### src/rtl/param_johnson_counter_pkg.sv
// ---------------------------------------------------------------------------
// param_johnson_counter_pkg
// Shared definitions for the Johnson-counter sequencer blocks.
//   dir_t          : count direction encoding (DIR_UP = 1, DIR_DOWN = 0)
//   calc_idx_w()   : width of a sequence index for an N-stage counter
//                    (the sequence has 2N positions)
// ---------------------------------------------------------------------------
package param_johnson_counter_pkg;

    typedef enum logic {
        DIR_DOWN = 1'b0,
        DIR_UP   = 1'b1
    } dir_t;

    function automatic int calc_idx_w(input int stages);
        return $clog2(2 * stages);
    endfunction

endpackage

### src/rtl/param_johnson_counter_stage_ff.sv
// ---------------------------------------------------------------------------
// jc_stage_ff
// One bit of the Johnson counter: a D flop with asynchronous active-low
// reset and a two-level input mux. The load path has priority over the
// step path; with neither selected the flop holds.
// Ports:
//   clk   in  1  rising-edge clock
//   rst   in  1  asynchronous active-low reset (q -> 0)
//   ld    in  1  take ld_d this cycle (load or recovery)
//   ld_d  in  1  value for the load path
//   en    in  1  take en_d this cycle (normal step)
//   en_d  in  1  value for the step path
//   q     out 1  registered bit
// ---------------------------------------------------------------------------
module jc_stage_ff
    import param_johnson_counter_pkg::*;
(
    input  logic clk,
    input  logic rst,
    input  logic ld,
    input  logic ld_d,
    input  logic en,
    input  logic en_d,
    output logic q
);

    always_ff @(posedge clk or negedge rst) begin
        if (!rst) begin
            q <= 1'b0;
        end else if (ld) begin
            q <= ld_d;
        end else if (en) begin
            q <= en_d;
        end
    end

endmodule

### src/rtl/param_johnson_counter.sv
// ---------------------------------------------------------------------------
// param_johnson_counter
// N-stage Johnson counter used as a low-glitch sequencer/timebase. Counts up
// or down under enable, supports parallel load, decodes the sequence index,
// pulses wrap on the 2N-1 <-> 0 boundary and recovers from illegal codes.
// Parameters:
//   STAGES      number of flops N (>= 2); sequence period 2N
//   STICKY_ERR  0: err is a one-cycle pulse; 1: err holds until clr_err
// Ports:
//   clk       in  1       rising-edge clock
//   rst       in  1       asynchronous active-low reset
//   en        in  1       advance one step
//   up        in  1       direction (1 up, 0 down), sampled with en
//   load      in  1       parallel load of load_val, priority over en
//   load_val  in  STAGES  pattern to load
//   clr_err   in  1       clears sticky err
//   out       out STAGES  registered Johnson state
//   idx       out IDX_W   position of out in the sequence (combinational)
//   wrap      out 1       registered pulse after a boundary-crossing step
//   err       out 1       registered illegal-state / illegal-load flag
// ---------------------------------------------------------------------------
module param_johnson_counter
    import param_johnson_counter_pkg::*;
#(
    parameter int STAGES     = 4,
    parameter bit STICKY_ERR = 1'b0,
    localparam int IDX_W     = calc_idx_w(STAGES)
) (
    input  logic              clk,
    input  logic              rst,
    input  logic              en,
    input  logic              up,
    input  logic              load,
    input  logic [STAGES-1:0] load_val,
    input  logic              clr_err,
    output logic [STAGES-1:0] out,
    output logic [IDX_W-1:0]  idx,
    output logic              wrap,
    output logic              err
);

    // Code at index 2N-1 (MSB set, rest clear) and at index 0 (all clear).
    localparam logic [STAGES-1:0] TOP_CODE = {1'b1, {(STAGES-1){1'b0}}};
    localparam logic [STAGES-1:0] BOT_CODE = '0;

    // A legal Johnson code has at most one transition between adjacent bits.
    function automatic logic is_legal(input logic [STAGES-1:0] v);
        int trans;
        trans = 0;
        for (int i = 0; i < STAGES - 1; i++) begin
            if (v[i] != v[i+1]) trans++;
        end
        return (trans <= 1);
    endfunction

    logic [STAGES-1:0] state;
    logic [STAGES-1:0] step_val;
    logic [STAGES-1:0] force_val;
    logic              force_en;
    logic              out_legal;
    logic              ld_legal;
    logic              detect;
    logic              wrap_nxt;
    int                pop;
    int                idx_i;

    always_comb begin
        out_legal = is_legal(state);
        ld_legal  = is_legal(load_val);

        if (up == DIR_UP) begin
            step_val = {state[STAGES-2:0], ~state[STAGES-1]};
        end else begin
            step_val = {~state[0], state[STAGES-1:1]};
        end

        // Load and illegal-state recovery share the flop's priority path;
        // an illegal load collapses to the all-zero code.
        force_en  = load | ~out_legal;
        force_val = (load && ld_legal) ? load_val : '0;

        detect = load ? ~ld_legal : ~out_legal;

        // Only a genuine step may wrap; load and recovery never do.
        wrap_nxt = ~force_en & en &
                   (((up == DIR_UP) && (state == TOP_CODE)) ||
                    ((up == DIR_DOWN) && (state == BOT_CODE)));
    end

    for (genvar i = 0; i < STAGES; i++) begin : g_stage
        jc_stage_ff u_ff (
            .clk  (clk),
            .rst  (rst),
            .ld   (force_en),
            .ld_d (force_val[i]),
            .en   (en),
            .en_d (step_val[i]),
            .q    (state[i])
        );
    end

    always_ff @(posedge clk or negedge rst) begin
        if (!rst) begin
            wrap <= 1'b0;
            err  <= 1'b0;
        end else begin
            wrap <= wrap_nxt;
            if (STICKY_ERR) begin
                // A fresh detection wins over a simultaneous clear.
                err <= detect | (err & ~clr_err);
            end else begin
                err <= detect;
            end
        end
    end

    // Index decode: first half counts ones, second half counts down from 2N.
    always_comb begin
        pop   = $countones(state);
        idx_i = state[STAGES-1] ? (2 * STAGES - pop) : pop;
        idx   = idx_i[IDX_W-1:0];
    end

    assign out = state;

endmodule

### config.mk
export PLATFORM = sky130hd
export DESIGN_NAME = param_johnson_counter
export DESIGN_NICKNAME = d
export VERILOG_FILES = /design/src/rtl/param_johnson_counter_pkg.sv /design/src/rtl/param_johnson_counter_stage_ff.sv /design/src/rtl/param_johnson_counter.sv
export SDC_FILE = /design/constraint.sdc
export NUM_CORES = 1
export LEC_CHECK = 0
export CAP_MARGIN = 40
export CORE_MARGIN = 5
export CORE_UTILIZATION = 25
export DETAILED_ROUTE_END_ITERATION = 8
export GPL_ROUTABILITY_DRIVEN = 0
export SLEW_MARGIN = 25
export SYNTH_ARGS = -nofsm -noshare
export SYNTH_HDL_FRONTEND = slang
export SYNTH_SLANG_ARGS = --single-unit
### constraint.sdc
create_clock -name clk -period 5.98 [get_ports clk]
set_input_delay 1.794 -clock clk [delete_from_list [all_inputs] [get_ports clk]]
set_output_delay 1.794 -clock clk [all_outputs]
set_load 0.05 [all_outputs]
======== After elaboration in Yosys (flattened, before gate mapping) ========
Cells that the tools add are included.
word-level totals
  memories kept ........................... 0
  bits in latches ......................... 0
  logic and storage cells ................. 56
  register bits ........................... 6
  ROM bits ................................ 0
  bits in writable memories ............... 0
cells by class
  $add $sub $neg .......................... 8
  div/mod/pow operators ................... 0
  equality and inequality tests ........... 7
  reductions and logical operators ........ 6
  bitwise logic cells ..................... 9
  multipliers ............................. 0
  muxes and demuxes ....................... 18
  shifts and indexed selects .............. 0
  $lt $le $gt $ge ......................... 2
operators with widths
  cell                   count
  $add 32x2->32 const B  4
  $mux 32                4
  $le 32x2->1 const B    2
  $mux 1                 11
  $mux 4                 2
  $ne 1x1->1             6
  $not 1->1              6
  $add 1x1->2            2
  $eq 4x4->1 const B     1
  $logic_not 4->1        1
  $add 2x2->3            1
  $logic_and 1x1->1      3
  $mux 3                 1
  $sub 1x3->3 const A    1
  $and 1x1->1            2
  $reduce_bool 2->1      1
  $logic_or 1x1->1       1
  $or 1x1->1             1

======== Depth between registers and ports, before layout ========
  word-level depth ........................ 12
  mapped depth ............................ 7
  depth with buffers taken out ............ 7

======== Hierarchy ========
From an unflattened synthesis, not the netlist that was laid out.
unflattened totals
  cells, all modules ...................... 63
  area, all modules ....................... 570.5 um^2
by module, submodules not included
  module                 cells each  times used  area each (um^2)
  param_johnson_counter  47          1           395.4
  jc_stage_ff            4           4           43.8

======== Worst setup path before layout ========
OpenSTA, ideal clock, no wires.
  path kind ............................... reg-to-output
  from .................................... reg g_stage[3].u_ff.q
  to ...................................... out idx[2]
  data arrival time ....................... 2733 ps
  path buffers ............................ 0
  stages on the path, launching flop included .. 7
  path slack .............................. 1453 ps
  required time ........................... 4186 ps
  cells stage by stage .................... dfrtp_1 > fa_1 > ha_1 > inv_1 > ha_1 > nand2b_1 > xnor2_1
on the way
  word-level cells in the longest chain between the ends .. 4
ends and longest elaborated chain
  item                               RTL line                              text
  start, declared                    param_johnson_counter_stage_ff.sv:24  output logic q
  start signal, assigned             param_johnson_counter_stage_ff.sv:31  q <= ld_d;
  start signal, assigned             param_johnson_counter_stage_ff.sv:33  q <= en_d;
  $add 1x1->2 (not written as such)  param_johnson_counter.sv:119          pop = $countones(state);
  $add 2x2->3 (not written as such)  param_johnson_counter.sv:119
  $sub 1x3->3                        param_johnson_counter.sv:120          idx_i = state[STAGES-1] ? (2 * STAGES - pop) : pop;
  $mux 3 (*)                         param_johnson_counter.sv:120
  end, declared                      param_johnson_counter.sv:37           output logic [IDX_W-1:0] idx,
Every way passes the cells marked *; elsewhere a longest branch is shown, timed or not.

======== Worst setup path in the final report ========
Same ends and word-level chain as after synthesis.

==> implementation parameters <==
Parameter                              Value

Critical path
  Destination of the worst register-to-register timing path    g_stage[2].u_ff.q
  Register-to-register path setup slack    around 4200 ps
  Launch point of the worst reg-to-reg path    g_stage[1].u_ff.q
  Crit path capture type    primary output
  Endpoint required time on the critical path    around 4200 ps
  Critical-path maximum fanout    10
  Arrival time at the worst endpoint    about 3000 ps
  Path depth of the worst reg2reg path    6
  Setup crit start kind    flop
  Startpoint-to-endpoint class of the critical path    reg -> out

Synthesis
  Post-synthesis sequential area ratio    between 20% and 30%
  Average footprint of a synthesized cell    roughly 9.2 sq um
  EDFF count, synth    0
  Net count after synthesis    86
  Cell area after technology mapping    approximately 600 sq um
  Share of flip-flops with an asynchronous set or reset    100%
  Top FF cell, synth    dfrtp_1
  Count of state elements after synthesis    6
  Gate Count Post-Synth    67
  Number of unique standard cell types used by synthesis    25
  Number of warning messages in the yosys log    0

Clocking
  CTS tree    built
  CTS buffer count    3
  H-tree depth reported by CTS    1
  Number of sinks on the clock net    6
  Resized cells post-CTS    0
  Longest Clk Path Bufs    2
  Post CTS Setup Buffer Count    0
  Clk Latency, worst-skew pair    about 240 ps
  Clock slew at reported path FFs    40 ps
  Cell at the root of the clock tree    clkbuf_4
  Hold buffer count at CTS    0

Timing
  Setup violators final    0
  Pins over their slew limit    0
  Post-route setup TNS    0 ps
  Unrepaired setup endpoints after global routing    no
  Final critical-path required period    4830 ps
  Fmax    approximately 0.21 GHz
  Post-route clock period utilization    80.7%
  Worst slew margin    between 60% and 70%
  Slew @ Worst Pin    roughly 500 ps
  Final worst clock skew    3.24 ps
  Final hold violation count    0

Detailed routing
  Remaining antenna violation count after routing    0
  Count of vias placed by the detailed router    521
  DRC violations left    0
  Average detailed-routed wire length per instance    roughly 11 um
  Iteration-0 DRC count of the detailed router    10
  Detailed Routing Iterations Pass 1    5
  Total length of routed wires    between 1000 and 1500 um
  Drt via density    4.65

Final layout
  Final Instance Area    between 800 and 900 sq um
  Top library cells by usage in the layout, fill and taps aside    clkdlybuf4s50_1, inv_1, ha_1, dfrtp_1, a21oi_1
  Area overhead of the layout relative to synthesis    31.6%
  Final core utilization    between 30% and 40%
  Antenna diode count    0
  Final-stage net count    between 100 and 150
  Most common cell after layout, fill and taps aside    clkdlybuf4s50_1
  Non-filler cells, final    ~110
  Fraction of final layout cells sized beyond drive strength 1    under 10%

Global routing
  Total routing usage reported by global routing    8.13%
  Largest net degree at the start of global routing    11
  Antenna violations before repair    0
  Wire length of the first global-routing pass    about 2200 um
  Vias in the first global route    ~530
  Global-route congestion overflow total    0

Die
  Initial core utilization    25.6%
  Die X-Extent    ~60 um
  Area inside the core boundary    around 2400 sq um
  I/O pins    19
  Die footprint    3570 sq um
  Y dimension of the die    roughly 60 um
  Cell row count    18

Placed design
  Dpl cells    ~110
  Placed instance area    791 sq um
  Placed wire-length estimate after detailed placement    slightly above 1000 um
  IO buf count    17

Hold path
  Worst min-delay path startpoint    g_stage[0].u_ff.q
  Worst hold path endpoint    g_stage[0].u_ff.q
  Worst hold path stage count    1
  Min-Delay Path Class    reg -> reg

Outcome
  Result of the run    complete, no violations

Job
  Number of max-cap violations    0
[state kept, by name (all words and copies together) (netlist names)]
signal,count
err,1
g_stage.u_ff.q,4
wrap,1
[how the worst max path moves through the flow]
stage / start / end / slack, ps
2_1_floorplan: g_stage[3].u_ff.q / idx[2] / 1450
3_3_place_gp: g_stage[3].u_ff.q / idx[2] / 1460
3_5_place_dp: g_stage[3].u_ff.q / idx[2] / 1380
4_1_cts: g_stage[3].u_ff.q / idx[2] / 1120
5_1_grt: g_stage[3].u_ff.q / idx[2] / 960
6_report: g_stage[3].u_ff.q / idx[2] / 1150
[cell type report]
class                   instances  area [sq um]
fillers                       248          1600
multi-input cells              47           399
repair buffers                 17           170
flip-flops and latches          6           150
well taps                      30          37.5
inverters                       9          33.8
clock buffers                   3          22.5
[routing by layer]
layer / vias up / global-route usage (%) / share of wire (%)
met5: - / 0 / 0
li1: 261 / - / -
met3: 0 / 1.94 / 6.3
met4: 0 / 4.43 / 0
met1: 242 / 9.97 / 48
met2: 18 / 13.0 / 45
[synth_stat cells, drive strengths merged, types with 3 or more instances]
cell,instances,area [sq um]
o21ai,5,25.0
ha,8,100
nand2,3,11.3
xnor2,4,35.0
dfrtp,6,150
a21oi,6,33.8
buf,4,30.0
mux2i,4,40.0
o22a,4,36.3
inv,8,30.0
[metrics by stage]
stage	worst slack (ps)	hold slack [ps]
after floorplan	1450	583
after global placement	1460	670
after detailed placement	1380	661
after CTS	1120	672
after global routing	963	720
final	1150	673
[critical path: stages (launching register included)]
cell and delay, ps:
dfrtp_1 530, fa_1 490, ha_1 190, ha_1 270, inv_1 40, ha_1 160, nand2b_1 150, xnor2_1 150
clkdlybuf4s50_1 820
[logic make-up (layout without fill, tap and decap cells)]
family          count (synthesis)  in the layout  synth area share, %
simple gates                   12             12                 12.5
fa+ha+maj                       9              9                 19.4
mux                             4              4                 6.48
compound gates                 17             17                 19.0
xor+xnor                        5              5                 7.08
buf+inv                        14             29                 11.1
flops                           6              6                 24.3
Power is left out: the tool's default activity adds up to more than one toggle a clock period on the data nets, which glitch-free logic cannot reach.
